`src/rtl/pipe_pkg.sv`:
```
// Shared types for processor pipeline registers: the D/E control and data
// field layouts that callers cast to/from the elastic_pipe_reg ctrl/data ports.
package pipe_pkg;

  localparam int unsigned DE_CW = 15;
  localparam int unsigned DE_DW = 83;

  typedef struct packed {
    logic       pcload;
    logic       regw;
    logic       memw;
    logic       regmem;
    logic       branch;
    logic       ALUope;
    logic       flag;
    logic [3:0] ALUctrl;
    logic [3:0] regScr;
  } de_ctrl_t;

  typedef struct packed {
    logic [31:0] regA;
    logic [31:0] regB;
    logic [18:0] inm;
  } de_data_t;

endpackage

```
`src/rtl/pipe_slot.sv`:
```
// One elastic pipeline slot: valid bit, control field and data field.
// Flush and non-valid loads clear valid/ctrl but leave data untouched.
module pipe_slot
  import pipe_pkg::*;
#(
  parameter int unsigned CW = DE_CW,
  parameter int unsigned DW = DE_DW
) (
  input  logic          clk,
  input  logic          rst,
  input  logic          flush,
  input  logic          load,
  input  logic          up_valid,
  input  logic [CW-1:0] up_ctrl,
  input  logic [DW-1:0] up_data,
  output logic          valid,
  output logic [CW-1:0] ctrl,
  output logic [DW-1:0] data
);

  logic          valid_q, valid_d;
  logic [CW-1:0] ctrl_q,  ctrl_d;
  logic [DW-1:0] data_q,  data_d;

  always_comb begin
    valid_d = valid_q;
    ctrl_d  = ctrl_q;
    data_d  = data_q;
    if (flush) begin
      valid_d = 1'b0;
      ctrl_d  = '0;
    end else if (load) begin
      valid_d = up_valid;
      if (up_valid) begin
        ctrl_d = up_ctrl;
        data_d = up_data;
      end else begin
        ctrl_d = '0;
      end
    end
  end

  always_ff @(posedge clk) begin
    if (rst) begin
      valid_q <= 1'b0;
      ctrl_q  <= '0;
      data_q  <= '0;
    end else begin
      valid_q <= valid_d;
      ctrl_q  <= ctrl_d;
      data_q  <= data_d;
    end
  end

  assign valid = valid_q;
  assign ctrl  = ctrl_q;
  assign data  = data_q;

endmodule

```
`src/rtl/elastic_pipe_reg.sv`:
```
// DEPTH-slot elastic pipeline register with valid/ready stall and flush.
// Optional perf counters (stall_cnt, flush_cnt, clr_cnt) under ELASTIC_PIPE_PERF_EN.
module elastic_pipe_reg
  import pipe_pkg::*;
#(
  parameter int unsigned CW    = DE_CW,
  parameter int unsigned DW    = DE_DW,
  parameter int unsigned DEPTH = 1
) (
  input  logic                       clk,
  input  logic                       rst,
  input  logic                       flush,
  input  logic                       in_valid,
  output logic                       in_ready,
  input  logic [CW-1:0]              in_ctrl,
  input  logic [DW-1:0]              in_data,
  output logic                       out_valid,
  input  logic                       out_ready,
  output logic [CW-1:0]              out_ctrl,
  output logic [DW-1:0]              out_data,
  output logic [$clog2(DEPTH+1)-1:0] occupancy
`ifdef ELASTIC_PIPE_PERF_EN
  ,
  input  logic                       clr_cnt,
  output logic [31:0]                stall_cnt,
  output logic [31:0]                flush_cnt
`endif
);

  localparam int unsigned OW = $clog2(DEPTH+1);

  // Index 0 is the input-side slot, DEPTH-1 the output-side slot.
  logic [DEPTH-1:0] v;
  logic [DEPTH-1:0] rdy;
  logic [CW-1:0]    s_ctrl [DEPTH];
  logic [DW-1:0]    s_data [DEPTH];

  always_comb begin
    rdy = '0;
    rdy[DEPTH-1] = ~v[DEPTH-1] | out_ready;
    for (int unsigned i = DEPTH-1; i > 0; i--) begin
      rdy[i-1] = ~v[i-1] | rdy[i];
    end
  end

  assign in_ready = rdy[0] & ~flush;

  for (genvar k = 0; k < DEPTH; k++) begin : g_slot
    logic          up_v;
    logic [CW-1:0] up_c;
    logic [DW-1:0] up_d;

    if (k == 0) begin : g_head
      assign up_v = in_valid;
      assign up_c = in_ctrl;
      assign up_d = in_data;
    end else begin : g_body
      assign up_v = v[k-1];
      assign up_c = s_ctrl[k-1];
      assign up_d = s_data[k-1];
    end

    pipe_slot #(.CW(CW), .DW(DW)) u_slot (
      .clk      (clk),
      .rst      (rst),
      .flush    (flush),
      .load     (rdy[k]),
      .up_valid (up_v),
      .up_ctrl  (up_c),
      .up_data  (up_d),
      .valid    (v[k]),
      .ctrl     (s_ctrl[k]),
      .data     (s_data[k])
    );
  end

  assign out_valid = v[DEPTH-1];
  assign out_ctrl  = out_valid ? s_ctrl[DEPTH-1] : '0;
  assign out_data  = s_data[DEPTH-1];

  logic          in_xfer, out_xfer;
  logic [OW-1:0] occupancy_q, occupancy_d;

  assign in_xfer  = in_valid & in_ready;
  assign out_xfer = out_valid & out_ready;

  always_comb begin
    occupancy_d = occupancy_q;
    if (flush) begin
      occupancy_d = '0;
    end else if (in_xfer && !out_xfer) begin
      occupancy_d = occupancy_q + OW'(1);
    end else if (!in_xfer && out_xfer) begin
      occupancy_d = occupancy_q - OW'(1);
    end
  end

  always_ff @(posedge clk) begin
    if (rst) occupancy_q <= '0;
    else     occupancy_q <= occupancy_d;
  end

  assign occupancy = occupancy_q;

`ifdef ELASTIC_PIPE_PERF_EN
  logic [31:0] stall_cnt_q, stall_cnt_d;
  logic [31:0] flush_cnt_q, flush_cnt_d;

  always_comb begin
    stall_cnt_d = stall_cnt_q;
    flush_cnt_d = flush_cnt_q;
    if (clr_cnt) begin
      stall_cnt_d = '0;
      flush_cnt_d = '0;
    end else begin
      if (out_valid && !out_ready && !flush && stall_cnt_q != '1)
        stall_cnt_d = stall_cnt_q + 32'd1;
      if (flush && flush_cnt_q != '1)
        flush_cnt_d = flush_cnt_q + 32'd1;
    end
  end

  always_ff @(posedge clk) begin
    if (rst) begin
      stall_cnt_q <= '0;
      flush_cnt_q <= '0;
    end else begin
      stall_cnt_q <= stall_cnt_d;
      flush_cnt_q <= flush_cnt_d;
    end
  end

  assign stall_cnt = stall_cnt_q;
  assign flush_cnt = flush_cnt_q;
`endif

endmodule

```
`config.mk`:
```
export PLATFORM = sky130hd
export DESIGN_NAME = elastic_pipe_reg
export DESIGN_NICKNAME = d
export VERILOG_FILES = /design/src/rtl/pipe_pkg.sv /design/src/rtl/pipe_slot.sv /design/src/rtl/elastic_pipe_reg.sv
export SDC_FILE = /design/constraint.sdc
export NUM_CORES = 1
export LEC_CHECK = 0
export ABC_AREA = 1
export CAP_MARGIN = 20
export CORE_ASPECT_RATIO = 1.5
export CORE_UTILIZATION = 40
export DETAILED_ROUTE_END_ITERATION = 6
export MAX_ROUTING_LAYER = met4
export PLACE_DENSITY_LB_ADDON = 0.2
export SLEW_MARGIN = 20
export SYNTH_ARGS = -nofsm -noshare
export SYNTH_HDL_FRONTEND = slang
export SYNTH_HIERARCHICAL = 1
export SYNTH_SLANG_ARGS = --single-unit
```
`constraint.sdc`:
```
create_clock -name clk -period 2.29 [get_ports clk]
set_input_delay 0.458 -clock clk [delete_from_list [all_inputs] [get_ports clk]]
set_output_delay 0.458 -clock clk [all_outputs]
set_load 0.1 [all_outputs]
```
After elaboration in Yosys (flattened, before gate mapping):

Cells that the tools add are included.

* add/sub/neg operators: 2
* multiply operators: 0
* divide/modulo/power cells: 0
* $lt $le $gt $ge: 0
* equality and inequality tests: 0
* shift operators: 0
* mux-type cells: 4
* bitwise gates (word level): 6
* reduce and logical (&&, ||, !) cells: 7

Operators by type and width (count)
* $mux 15: 2
* $and 1x1->1: 3
* $reduce_and 3->1: 1
* $logic_and 1x1->1: 2
* $logic_not 1->1: 2
* $mux 1: 2
* $not 1->1: 2
* $reduce_bool 2->1: 1
* $reduce_or 2->1: 1
* $add 1x1->1 const B: 1
* $or 1x1->1: 1
* $sub 1x1->1 const B: 1

* flip-flop bits (word level): 100
* bits in latches: 0
* RAM bits: 0
* bits in read-only memories: 0
* output and inout port bits: 101
* logic and storage cells: 23
* memories: 0

Longest topological paths before layout:

* depth in word-level cells: 8
* mapped depth: 9
* mapped depth without buffers: 6

By module:

The synthesis kept the hierarchy.

Modules (own cells, without submodules)
* pipe_slot: times used 1, cells each 598, area each 3953.8 µm²
* elastic_pipe_reg: times used 1, cells each 49, area each 231.5 µm²

Least setup slack after synthesis:

Ideal clock, no wire load.

* kind: register to output
* from: register g_slot[0].u_slot.valid_q
* to: output port in_ready
* arrival: 2.431 ns
* required time: 1.832 ns
* path slack: -0.599 ns
* stages on the path, launching flop included: 3
* path buffers: 1
* cell sequence: dfxtp_1 > buf_6 > a21oi_1

* cells in the longest elaborated chain, start to end: 3

Ends and longest elaborated chain
* start, declared: line pipe_slot.sv:21 `logic valid_q, valid_d;`
* start signal, assigned: line pipe_slot.sv:49 `valid_q <= valid_d;`
* $not 1->1: line elastic_pipe_reg.sv:40 `rdy[DEPTH-1] = ~v[DEPTH-1] | out_ready;`
* $or 1x1->1: line elastic_pipe_reg.sv:40
* $and 1x1->1: line elastic_pipe_reg.sv:46 `assign in_ready = rdy[0] & ~flush;`
* end, declared: line elastic_pipe_reg.sv:14 `output logic in_ready,`

No other way between the ends.

Final worst setup path:

* from: input port out_ready
* to: output port in_ready

* cells in the longest elaborated chain, start to end: 2

Ends and longest elaborated chain
* start, declared: line elastic_pipe_reg.sv:18 `input logic out_ready,`
* $or 1x1->1: line elastic_pipe_reg.sv:40
* $and 1x1->1: line elastic_pipe_reg.sv:46

No other way between the ends.

==> results.json <==
{
  "syn_area_mm2": 0.004185,
  "p_leak_nw": 3.427,
  "drv_slew": 0,
  "synth_edf_count": 0,
  "synthFlopType": "dfxtp_1",
  "cp_slowest_stage_delay_ns": 0.49,
  "holdCritPathClass": "reg2reg",
  "grt_pass1_wl_um": 17310,
  "ys_seq_area_share_pct": 47.83,
  "dp_cells": 944,
  "post_cts_buffers": 0,
  "root_buffer": "clkbuf_16",
  "start_kind": "primary input",
  "drive_above_1_share_pct": 15.80,
  "netlist.area_leader.share_pct": 47.83,
  "yosys.area.top_type": "dfxtp_1",
  "p_per_area_mw_per_mm2": 772.3,
  "clock_skew_ns": 0.005428,
  "dp_hpwl_um": 7879,
  "seq_power_share_pct": 38.8,
  "tightest_slew_ns": 0.5139,
  "diodes": 0,
  "drt_iter0_drc": 128,
  "holdWs_ns": 0.4684,
  "post_cts_resized": 0,
  "required_ns": 1.83,
  "track_usage_pct": 20.53,
  "fin_nets": 941,
  "netlist_instances": 647,
  "dieWidth_um": 85.52,
  "routedWlPerCell_um": 11.23,
  "critPathSlowestCell": "clkdlybuf4s50_1",
  "clk_latency_ns": 0.34,
  "h-tree-depth": 3,
  "synth_area_leaders": "dfxtp_1 (48%), nand2_1 (19%), nor2_1 (15%)",
  "grt_max_degree": 46,
  "gr-total-overflow": 0,
  "initial_core_util_pct": 41.30,
  "p_comb_share_pct": 29.3,
  "grt_pass1_vias": 3940,
  "cts_tree": "built",
  "fin_area_mm2": 0.006381,
  "final_antenna_net_count": 0,
  "hold_viol": 0,
  "slew_headroom_pct": 65.66,
  "total_power_mw": 4.928,
  "hold_buffers": 0,
  "synth_commonest_cells": "nand2_1 (217), nor2_1 (168), inv_1 (106)",
  "peakVddDrop_v": 0.0004598,
  "syn_nets": 750,
  "remaining_drc_errors": 0,
  "wl_um": 10770,
  "clock_sinks": 100,
  "cts_buffers": 9,
  "nFillCells": 905,
  "pin_count": 204,
  "swShare_pct": 35.16,
  "cts_buffer_depth": 2,
  "core_mm2": 0.01013,
  "drt_pass1_iterations": 5,
  "finalSetupViolCount": 0,
  "clk_pin_slew_ns": 0.06,
  "postSynthAreaPerCell_um2": 6.469,
  "num_rows": 45,
  "crit_path_max_fanout": 2,
  "min_period_ns": 1.853,
  "place_area_mm2": 0.006075,
  "final.setup.tns_ns": 0,
  "max_freq_ghz": 0.5397,
  "crit_path_cell_trace": "clkdlybuf4s50_1 -> inv_1 -> a21oi_2 -> buf_12",
  "antenna_found_initial": 0,
  "ys_ff_latch": 100,
  "dieArea_mm2": 0.01089,
  "post-route-period-util_pct": 80.91,
  "rsz0062_at_grt": "false",
  "ys_async_sr_fraction_pct": 0,
  "synth_warnings": 6,
  "switching_power_mw": 1.733,
  "internal_power_mw": 3.196,
  "gp_congestion": 0.8300,
  "crit_type": "in2out",
  "yosys.cell_count.top_type": "nand2_1",
  "status": "complete, no violations",
  "ys_types": 12,
  "pwr-share-clk_pct": 31.9,
  "io_buffers": 203,
  "via_count": 4190,
  "fin_cells": 959,
  "vias_per_cell": 4.369,
  "worst_ep_arrival_time_ns": 1.39,
  "area_growth_syn_to_layout_pct": 52.47,
  "maxCapViolations": 0,
  "crit_path_end_kind": "output pin",
  "die_h_um": 127.3
}
## placed cells by master (no fill, tap or decap), types with 2 or more instances in the layout
| cell type | n |
|---|---|
| a21oi_1 | 17 |
| buf_12 | 7 |
| buf_4 | 103 |
| bufinv_16 | 2 |
| clkbuf_16 | 9 |
| clkdlybuf4s50_1 | 102 |
| clkinv_2 | 2 |
| dfxtp_1 | 99 |
| inv_1 | 105 |
| inv_2 | 2 |
| nand2_1 | 217 |
| nand2_2 | 2 |
| nand3_2 | 2 |
| nor2_1 | 168 |
## worst max-delay path: cells and delay by family
kind                   cells  cell delay, ns
AOI/OAI and AO/OA          1            0.18
buffers and inverters      3            0.76
## power groups by stage
stage / combinational (mW) / clock, mW / sequential [mW]
final: 1.44 / 1.57 / 1.91
after global routing: 1.53 / 1.68 / 1.92
after global placement: 1.43 / 0 / 1.95
after detailed placement: 1.45 / 0 / 1.95
after CTS: 1.45 / 1.61 / 1.91
after floorplan: 0.307 / 0 / 2.68
## layer usage
metal  GRT usage, %  wire [um]  share of wire [%]  up-vias
met2          36.00       5412                 50      135
met4          10.29        320                3.0        0
met3          4.457        634                5.9       22
met1          21.52       4404                 41     1813
met5              -          0                  0        -
li1               -          -                  -     2220
## logic make-up after synthesis
family | count (synthesis) | share of synthesized area [%]
and+or+nand+nor | 390 | 35.55
DFF | 100 | 47.83
buffers and inverters | 139 | 14.47
AOI/OAI and AO/OA | 18 | 2.153
## final cells by class
class | count | area (um2) | area share [%]
sequential | 100 | 2003 | 31.39
inverter | 107 | 401.6 | 6.294
clock inverter | 5 | 77.57 | 1.216
tap | 117 | 146.4 | 2.294
clock buffer | 10 | 229.0 | 3.588
multi-input combinational | 408 | 1589 | 24.90
timing repair buffer | 212 | 1934 | 30.31
## registers in the layout, summed over array words and instances, names as in the netlist
signal               flops
g_slot.u_slot/data      83
occupancy                1
g_slot.u_slot/valid      1
g_slot.u_slot/ctrl      15
## metrics by stage
step           utilization [%]  setup slack (ns)
3_3_place_gp             59.94            0.2841
5_1_grt                  62.96            0.3640
3_5_place_dp             59.94            0.2264
2_1_floorplan                -            0.1857
4_1_cts                  62.96            0.4300
6_report                 62.96            0.4371
## worst paths after layout
| check | slack (ns) | cells after the start | startpoint | endpoint |
|---|---|---|---|---|
| max | 0.44 | 4 | out_ready | in_ready |
| min | 0.47 | 2 | g_slot[0].u_slot/ctrl[12] | g_slot[0].u_slot/ctrl[12] |
| max reg2reg | 0.63 | 6 | g_slot[0].u_slot/valid | g_slot[0].u_slot/data[66] |
| min reg2reg | 0.47 | 2 | g_slot[0].u_slot/ctrl[12] | g_slot[0].u_slot/ctrl[12] |
No activity file was read; power rests on OpenSTA's default activity.
